**config.mk**
```make
export PLATFORM = sky130hd
export DESIGN_NAME = reg_bank_uart_ctrl
export DESIGN_NICKNAME = d
export VERILOG_FILES = /design/src/rtl/reg_bank_uart_ctrl.sv
export SDC_FILE = /design/constraint.sdc
export NUM_CORES = 2
export LEC_CHECK = 0
export ABC_CLOCK_PERIOD_IN_PS = 3430
export CORE_MARGIN = 1.5
export CORE_UTILIZATION = 45
export DETAILED_ROUTE_END_ITERATION = 8
export PLACE_DENSITY = 0.68
export SYNTH_ARGS = -nofsm -noshare
export SYNTH_HDL_FRONTEND = slang
export SYNTH_SLANG_ARGS = --single-unit
```
**constraint.sdc**
```tcl
create_clock -name clk -period 3.43 [get_ports clk]
set_input_delay 0.343 -clock clk [delete_from_list [all_inputs] [get_ports clk]]
set_output_delay 0.343 -clock clk [all_outputs]
set_load 0.01 [all_outputs]
```
**src/rtl/reg_bank_uart_ctrl.sv**
```systemverilog
// UART-framed register bank: collects payload bytes plus a control byte, executes
// a register read or write, and streams the response back through the UART transmitter.
module reg_bank_uart_ctrl #(
   parameter int PAYLOAD_BYTES = 4,
   parameter int NUM_REGS = 16,
   parameter int REG_WIDTH = 32,
   parameter int TIMEOUT_CYCLES = 2000000,
   parameter logic [NUM_REGS*REG_WIDTH-1:0] RESET_VALS = '0
) (
   input  logic                          clk,
   input  logic                          rst,
   input  logic                          received,
   input  logic [7:0]                    rx_byte,
   input  logic                          is_transmitting,
   output logic                          transmit,
   output logic [7:0]                    tx_byte,
   output logic [NUM_REGS*REG_WIDTH-1:0] regs,
   output logic [NUM_REGS-1:0]           upd,
   output logic                          rx_done,
   output logic                          frame_err
);

   localparam int CNT_W  = $clog2(PAYLOAD_BYTES + 1);
   localparam int TMR_W  = $clog2(TIMEOUT_CYCLES + 1);
   localparam int LEFT_W = $clog2(PAYLOAD_BYTES + 2);
   localparam int RESP_W = REG_WIDTH + 8;

   typedef enum logic [1:0] {RECV, EXEC, SEND, SEND_WAIT} state_t;

   state_t               state;
   logic [CNT_W-1:0]     cnt;
   logic [TMR_W-1:0]     timer;
   logic [REG_WIDTH-1:0] payload;
   logic [7:0]           ctrl;
   logic [7:0]           csum;
   logic [RESP_W-1:0]    resp;
   logic [LEFT_W-1:0]    left;
   logic [1:0]           wait_cnt;
   logic                 seen_busy;
   logic                 rd_hit;
   logic [REG_WIDTH-1:0] rd_val;

   // Index decode shared by reads and writes; an index past the bank never hits.
   always_comb begin
      rd_hit = 1'b0;
      rd_val = '0;
      for (int k = 0; k < NUM_REGS; k++) begin
         if (ctrl[5:0] == 6'(k)) begin
            rd_hit = 1'b1;
            rd_val = regs[k*REG_WIDTH +: REG_WIDTH];
         end
      end
   end

   always_ff @(posedge clk) begin
      if (rst) begin
         state     <= RECV;
         cnt       <= '0;
         timer     <= '0;
         payload   <= '0;
         ctrl      <= '0;
         csum      <= '0;
         resp      <= '0;
         left      <= '0;
         wait_cnt  <= '0;
         seen_busy <= 1'b0;
         regs      <= RESET_VALS;
         upd       <= '0;
         transmit  <= 1'b0;
         tx_byte   <= '0;
         rx_done   <= 1'b0;
         frame_err <= 1'b0;
      end else begin
         upd      <= '0;
         transmit <= 1'b0;
         if (received && state != RECV) frame_err <= 1'b1;

         case (state)
            RECV: begin
               if (received) begin
                  timer <= '0;
                  if (cnt == CNT_W'(PAYLOAD_BYTES)) begin
                     // upd is raised here so its pulse lines up with the EXEC cycle.
                     ctrl    <= rx_byte;
                     cnt     <= '0;
                     rx_done <= 1'b1;
                     state   <= EXEC;
                     for (int k = 0; k < NUM_REGS; k++)
                        upd[k] <= !rx_byte[7] && (rx_byte[5:0] == 6'(k));
                  end else begin
                     payload[8*cnt +: 8] <= rx_byte;
                     csum <= ((cnt == '0) ? 8'h00 : csum) + rx_byte;
                     cnt  <= cnt + 1'b1;
                  end
               end else if (cnt != '0) begin
                  if (timer >= TMR_W'(TIMEOUT_CYCLES)) begin
                     cnt       <= '0;
                     timer     <= '0;
                     frame_err <= 1'b1;
                  end else begin
                     timer <= timer + 1'b1;
                  end
               end
            end

            EXEC: begin
               if (!ctrl[7] && rd_hit) begin
                  for (int k = 0; k < NUM_REGS; k++)
                     if (upd[k]) regs[k*REG_WIDTH +: REG_WIDTH] <= payload;
                  resp <= {{REG_WIDTH{1'b0}}, csum};
                  left <= LEFT_W'(1);
               end else if (ctrl[7] && rd_hit) begin
                  resp <= {csum, rd_val};
                  left <= LEFT_W'(PAYLOAD_BYTES + 1);
               end else begin
                  resp <= {{REG_WIDTH{1'b0}}, csum ^ 8'hFF};
                  left <= LEFT_W'(1);
               end
               state <= SEND;
            end

            SEND: begin
               if (!is_transmitting) begin
                  transmit  <= 1'b1;
                  tx_byte   <= resp[7:0];
                  resp      <= resp >> 8;
                  left      <= left - 1'b1;
                  wait_cnt  <= '0;
                  seen_busy <= 1'b0;
                  state     <= SEND_WAIT;
               end
            end

            SEND_WAIT: begin
               // A transmitter that never reports busy within 4 cycles is assumed done.
               if (seen_busy ? !is_transmitting
                             : (!is_transmitting && wait_cnt == 2'd3)) begin
                  if (left == '0) begin
                     state   <= RECV;
                     rx_done <= 1'b0;
                  end else begin
                     state <= SEND;
                  end
               end else begin
                  if (is_transmitting) seen_busy <= 1'b1;
                  if (wait_cnt != 2'd3) wait_cnt <= wait_cnt + 1'b1;
               end
            end

            default: state <= RECV;
         endcase
      end
   end

endmodule

```
# == Yosys cells after proc, flatten, opt, wreduce, memory -nomap -nowiden ==
# Cells that the tools add are included.
# op_classes
n_reduce_logical,63
magnitude_cmp,1
n_addsub,6
n_mux,75
n_shift,2
bitwise_logic,6
eq_ne,44
# op_table
op,n
two-way mux 32 bit,16
two-way mux 40 bit,3
"equality test 6 x 4 -> 1 bit, second input constant",16
one-hot mux 40 bit (2 select lines),1
two-way mux 21 bit,3
AND reduction 3 bit,19
"equality test 6 x 3 -> 1 bit, second input constant",8
negator 6 -> 34 bit,1
"variable shift 8 x 34 -> 32 bit, first input constant",1
variable part select 8 x 34 -> 32 bit,1
bitwise mux 32 bit,1
two-way mux 1 bit,30
"equality test 6 x 2 -> 1 bit, second input constant",4
"adder 21 x 1 -> 21 bit, second input constant",1
"greater-or-equal comparator 21 bit, second input constant",1
two-way mux 3 bit,7
logical AND 1 bit,20
"!= test 2 bit, second input constant",9
two-way mux 2 bit,8
"equality test 6 x 1 -> 1 bit, second input constant",2
zero test 6 bit,2
AND reduction 4 bit,3
nonzero test 2 bit,6
adder 8 bit,1
other kinds (21),33
# word_totals
out_inout_bits,539
input_bits,12
regBits,659
elab_cells,228

# == Longest topological paths before layout ==
# depth
ltp_word,21
ltp_mapped,15
ltp_nobuf,13

# == Least setup slack after synthesis ==
# No wires, ideal clock.
# synth_timing
kind,reg2reg
startpoint,register cnt[0]
endpoint,register csum[7]
synth_period_minus_slack_ns,3.162
stages_incl_launch_ff,14
path_slack_ns,0.268
setup_ns,0.135
t_required_ns,3.295
t_arrival_ns,3.027
n_path_buf,2
path_cell_list,dfxtp_1 clkbuf_1 inv_1 ha_1 ha_1 clkbuf_1 nor2b_1 ha_1 o21ai_0 nor2_1 or4_1 and4_1 o311ai_0 o21ai_0
# synth_between
elab_chain_len,3
word_cells_on_any_way,6
classes_between,1 x add/sub; 1 x eq/ne; 1 x mux; 1 x bitwise; 2 x reduce/logical
# synth_rtl
element,line,source
start: declaration,31,logic [CNT_W-1:0] cnt;
start signal: assignment,93,cnt <= cnt + 1'b1;
zero test 3 bit / equality test 3 bit (equally long branches),"92, 82",
two-way mux 8 bit / NOT 1 bit (equally long branches),--,
adder 8 bit / AND reduction 3 bit (equally long branches),--,
end signal: assignment,92,csum <= ((cnt == '0) ? 8'h00 : csum) + rx_byte;
end: declaration,35,logic [7:0] csum;
# Several ways; a longest one is shown, not always the timed one.
# A chain may end at the register's enable or synchronous reset.

# == Worst setup path after layout ==
# layout_timing
startpoint,register cnt[1]
endpoint,register csum[7]
# Same word-level chain as after synthesis.

==> metrics.md <==
| Metric | Value |
|---|---|
| R2R setup slack | `about 0.35 ns` |
| Final Hold Fails | `0` |
| Relative slew slack | `0.1608` |
| RSZ-0062 raised after global routing | `false` |
| Synth cell count leaders | `nand2_1, a21oi_1, dfxtp_1` |
| Layout area overhead | `29.27%` |
| Final net count | `~4,200` |
| Max-Cap Viols | `0` |
| # rows | `92` |
| Worst hold path type | `primary input to register` |
| Max clock buf depth | `3` |
| Worst reg2reg endpoint | `csum[7]` |
| WL/cell | `between 20 and 30 microns` |
| Die H | `256.6 microns` |
| Met2 wire len | `about 57 mm` |
| Cell Pwr Density | `432.5 mW/mm^2` |
| Setup Total Neg Slack | `0 ns` |
| Die ar. | `roughly 0.066 sq mm` |
| Clock root buffer | `clkbuf_16` |
| Post-CTS Setup Bufs | `0` |
| CTS tree | `yes` |
| Worst Path Max Fanout | `6` |
| Total power | `16.18 mW` |
| Leakage power | `roughly 12 nW` |
| Required time of the critical path | `3.98 ns` |
| Highest layer used for signal routing | `met5` |
| Clock transition at path regs | `0.06 ns` |
| Final Core Density | `0.5911` |
| Final GP Congestion | `just over 1` |
| Dominant synthesized flop cell | `dfxtp_1` |
| Final setup violation count | `0` |
| Die W | `256.6 microns` |
| ANT cells | `0` |
| Post-synthesis cell count | `3,770` |
| Worst-path cell chain | `inv_1, ha_1, ha_1, inv_1, nand2_1, inv_1, ha_1, a211oi_1, nor2_1, or4_1, a2111oi_1, o311ai_0, o21ai_0` |
| Synth warn | `0` |
| Skew-Pair Late Insertion Delay | `~0.62 ns` |
| Post-Syn Area | `between 0.02 and 0.03 sq mm` |
| Vias in the first global route | `between 20,000 and 30,000` |
| Post-layout min period | `slightly above 3 ns` |
| Crit path depth | `13` |
| Achievable Freq | `324.2 MHz` |
| VDD IR max | `0.3148 mV` |
| Reg2reg start | `cnt[1]` |
| Dpl hpwl | `about 93 mm` |
| Initial drt markers | `between 3,000 and 4,000` |
| Total track usage | `0.3828` |
| Detail Route Antenna Nets | `0` |
| EDFF count, synth | `0` |
| Top cell type's share of synthesized area | `0.4550` |
| Critical path endpoint category | `register` |
| Fraction of registers with async set/reset | `0` |
| Initial antenna violation count | `1` |
| Critical path's top delay family | `compound AO/OA/AOI/OAI gates` |
| CP Data Arrival Time | `about 3.6 ns` |
| Final worst-path cycle share | `0.8992` |
| Metal-1 WL | `between 50 and 60 mm` |
| Drt via density | `slightly below 6` |
| Layout cells sized above 1 | `0.07796` |
| Largest net degree at the start of global routing | `182` |
| Synthesis-stage register bit count | `approximately 660` |
| I/O pin cnt | `between 500 and 600` |
| Clk_skew | `approximately 0.016 ns` |
| Worst Setup EP | `csum[7]` |
| Count leader, synth | `nand2_1` |
| Vias post-DR | `30,150` |
| Yosys top cell by area | `dfxtp_1` |
| Final WL | `between 100 and 150 mm` |
| Remaining DRCs | `0` |
| Gr ovfl total | `0` |
| Biggest cell delay along the critical path | `about 0.43 ns` |
| Initial Utilization | `0.4573` |
| Worst slew pin tran | `approximately 1.3 ns` |
| Status | `finished clean` |
| Area of the core | `0.06331 sq mm` |
| Synth top area cells | `dfxtp_1, nand2_1, a21oi_1, mux4_2, clkbuf_1` |
| Synth cell types | `between 80 and 90` |
| Critical path origin | `cnt[1]` |
| Htree depth | `3` |
| CP Class | `register to register` |
| Port buffer count | `between 500 and 600` |
| Met3 wire length | `16.18 mm` |
| Inserted Clock Buffers | `72` |
| Filler cells | `between 5,000 and 6,000` |
| CP max stage cell | `or4_1` |
| Final Max Tran Viols | `0` |
| Pre-antenna DRT Iters | `8` |
| First-pass GRT wire length | `approximately 190 mm` |
| Hold path startpoint | `rst` |
| FF-to-FF path depth | `13` |
| CTS Hold Bufs | `0` |
| Bufs and invs on worst path | `3` |
| Net count after synthesis | `approximately 3,800` |
| CTS sink cnt | `between 600 and 700` |
| Seq/Total Area, Yosys | `0.4550` |
| Hold_ws | `roughly 0.19 ns` |
| CP startpoint kind | `register` |
| Post-Syn Area per Cell | `roughly 7.7 sq um` |
==> layer usage <==
metal  up-vias  GRT usage
met5         -          0
met4         2     0.1448
met3       328     0.1040
met2      1956     0.5857
met1     14340     0.5137
li1      13530          -
==> kinds of logic (layout without fill, tap and decap cells) <==
family / after synthesis / count (layout) / synth area share
compound gates: 1001 / 1001 / 0.1954
xor+xnor: 25 / 25 / 0.007564
fa+ha+maj: 20 / 20 / 0.008904
flops: 658 / 658 / 0.4550
mux: 82 / 82 / 0.04486
buf+inv: 389 / 839 / 0.06207
simple gates: 1595 / 1595 / 0.2262
==> cell usage in the layout (no fill, tap or decap), drive strengths merged, types with 6 or more instances in the layout <==
cell type      Yosys  final
o21ai            112    112
o211ai            19     19
a221oi            14     14
nand2b            17     17
and3               9      9
nand3             66     66
and2              20     20
buf              159    131
xnor2              9      9
dfxtp            658    658
clkbuf           196     99
o221ai            26     26
nor2             168    168
clkdlybuf4s50      0    549
or3                8      8
a21oi            670    670
nand4             15     15
a211oi            34     34
nand2           1222   1222
bufinv             0      7
o22ai             28     28
a22oi             39     39
mux4              37     37
mux2              12     12
a31oi              6      6
mux2i             33     33
nor2b             18     18
ha                19     19
clkinv             0     16
inv               34     35
nor4              17     17
xor2              16     16
nor3              15     15
==> what timing repair did <==
action,CTS,global route
resized for setup,0,1
hold endpoints to repair,0,0
endpoints found under the setup margin,0,1
==> layout make-up <==
type	instances	area [sq um]	share of cell area
clock buffer	99	2074	0.05543
clock inverter	26	317.8	0.008492
inverter	34	127.6	0.003410
multi-input combinational	2723	14030	0.3748
sequential	658	13180	0.3522
tap	846	1059	0.02829
timing repair buffer	680	6636	0.1773
==> worst reg2reg max path: cells and delay by family (launching register included) <==
family	cells	cell delay, ns
adder cells (fa/ha/maj)	3	0.72
buffers and inverters	3	0.28
AO/OA/AOI/OAI	4	0.98
AND/OR/NAND/NOR	3	0.63
flip-flops	1	0.41
==> stage by stage <==
stage	area [sq um]	setup WS, ns	instances
floorplan	28950	0.2683	3770
global route	37420	0.04331	5066
global placement	35030	0.4079	4941
finish	37420	0.3459	5066
detailed placement	35030	0.3528	4941
CTS	37420	0.3416	5066
==> power breakdown <==
group / internal, mW / switching (mW) / total [mW]
Combinational: 0.127 / 0.315 / 0.442
Clock: 4.75 / 3.24 / 7.99
Sequential: 7.66 / 0.0864 / 7.75
Total: 12.5 / 3.65 / 16.2
==> how the worst min path moves through the flow <==
stage	end	slack [ns]	cells past startpoint
2_1_floorplan	tx_byte[7]	0.43	2
3_3_place_gp	tx_byte[7]	0.44	2
3_5_place_dp	tx_byte[7]	0.45	2
4_1_cts	wait_cnt[1]	0.19	2
5_1_grt	wait_cnt[0]	0.25	2
6_report	transmit	0.19	2
==> state kept, by name, indices dropped and copies added (netlist names) <==
name	count
regs	512
resp	40
payload	32
timer	21
upd	16
csum	8
tx_byte	8
ctrl	7
cnt	3
left	3
state	2
wait_cnt	2
frame_err	1
rx_done	1
seen_busy	1
transmit	1
Note: power is estimated with default switching activity, not from simulation.
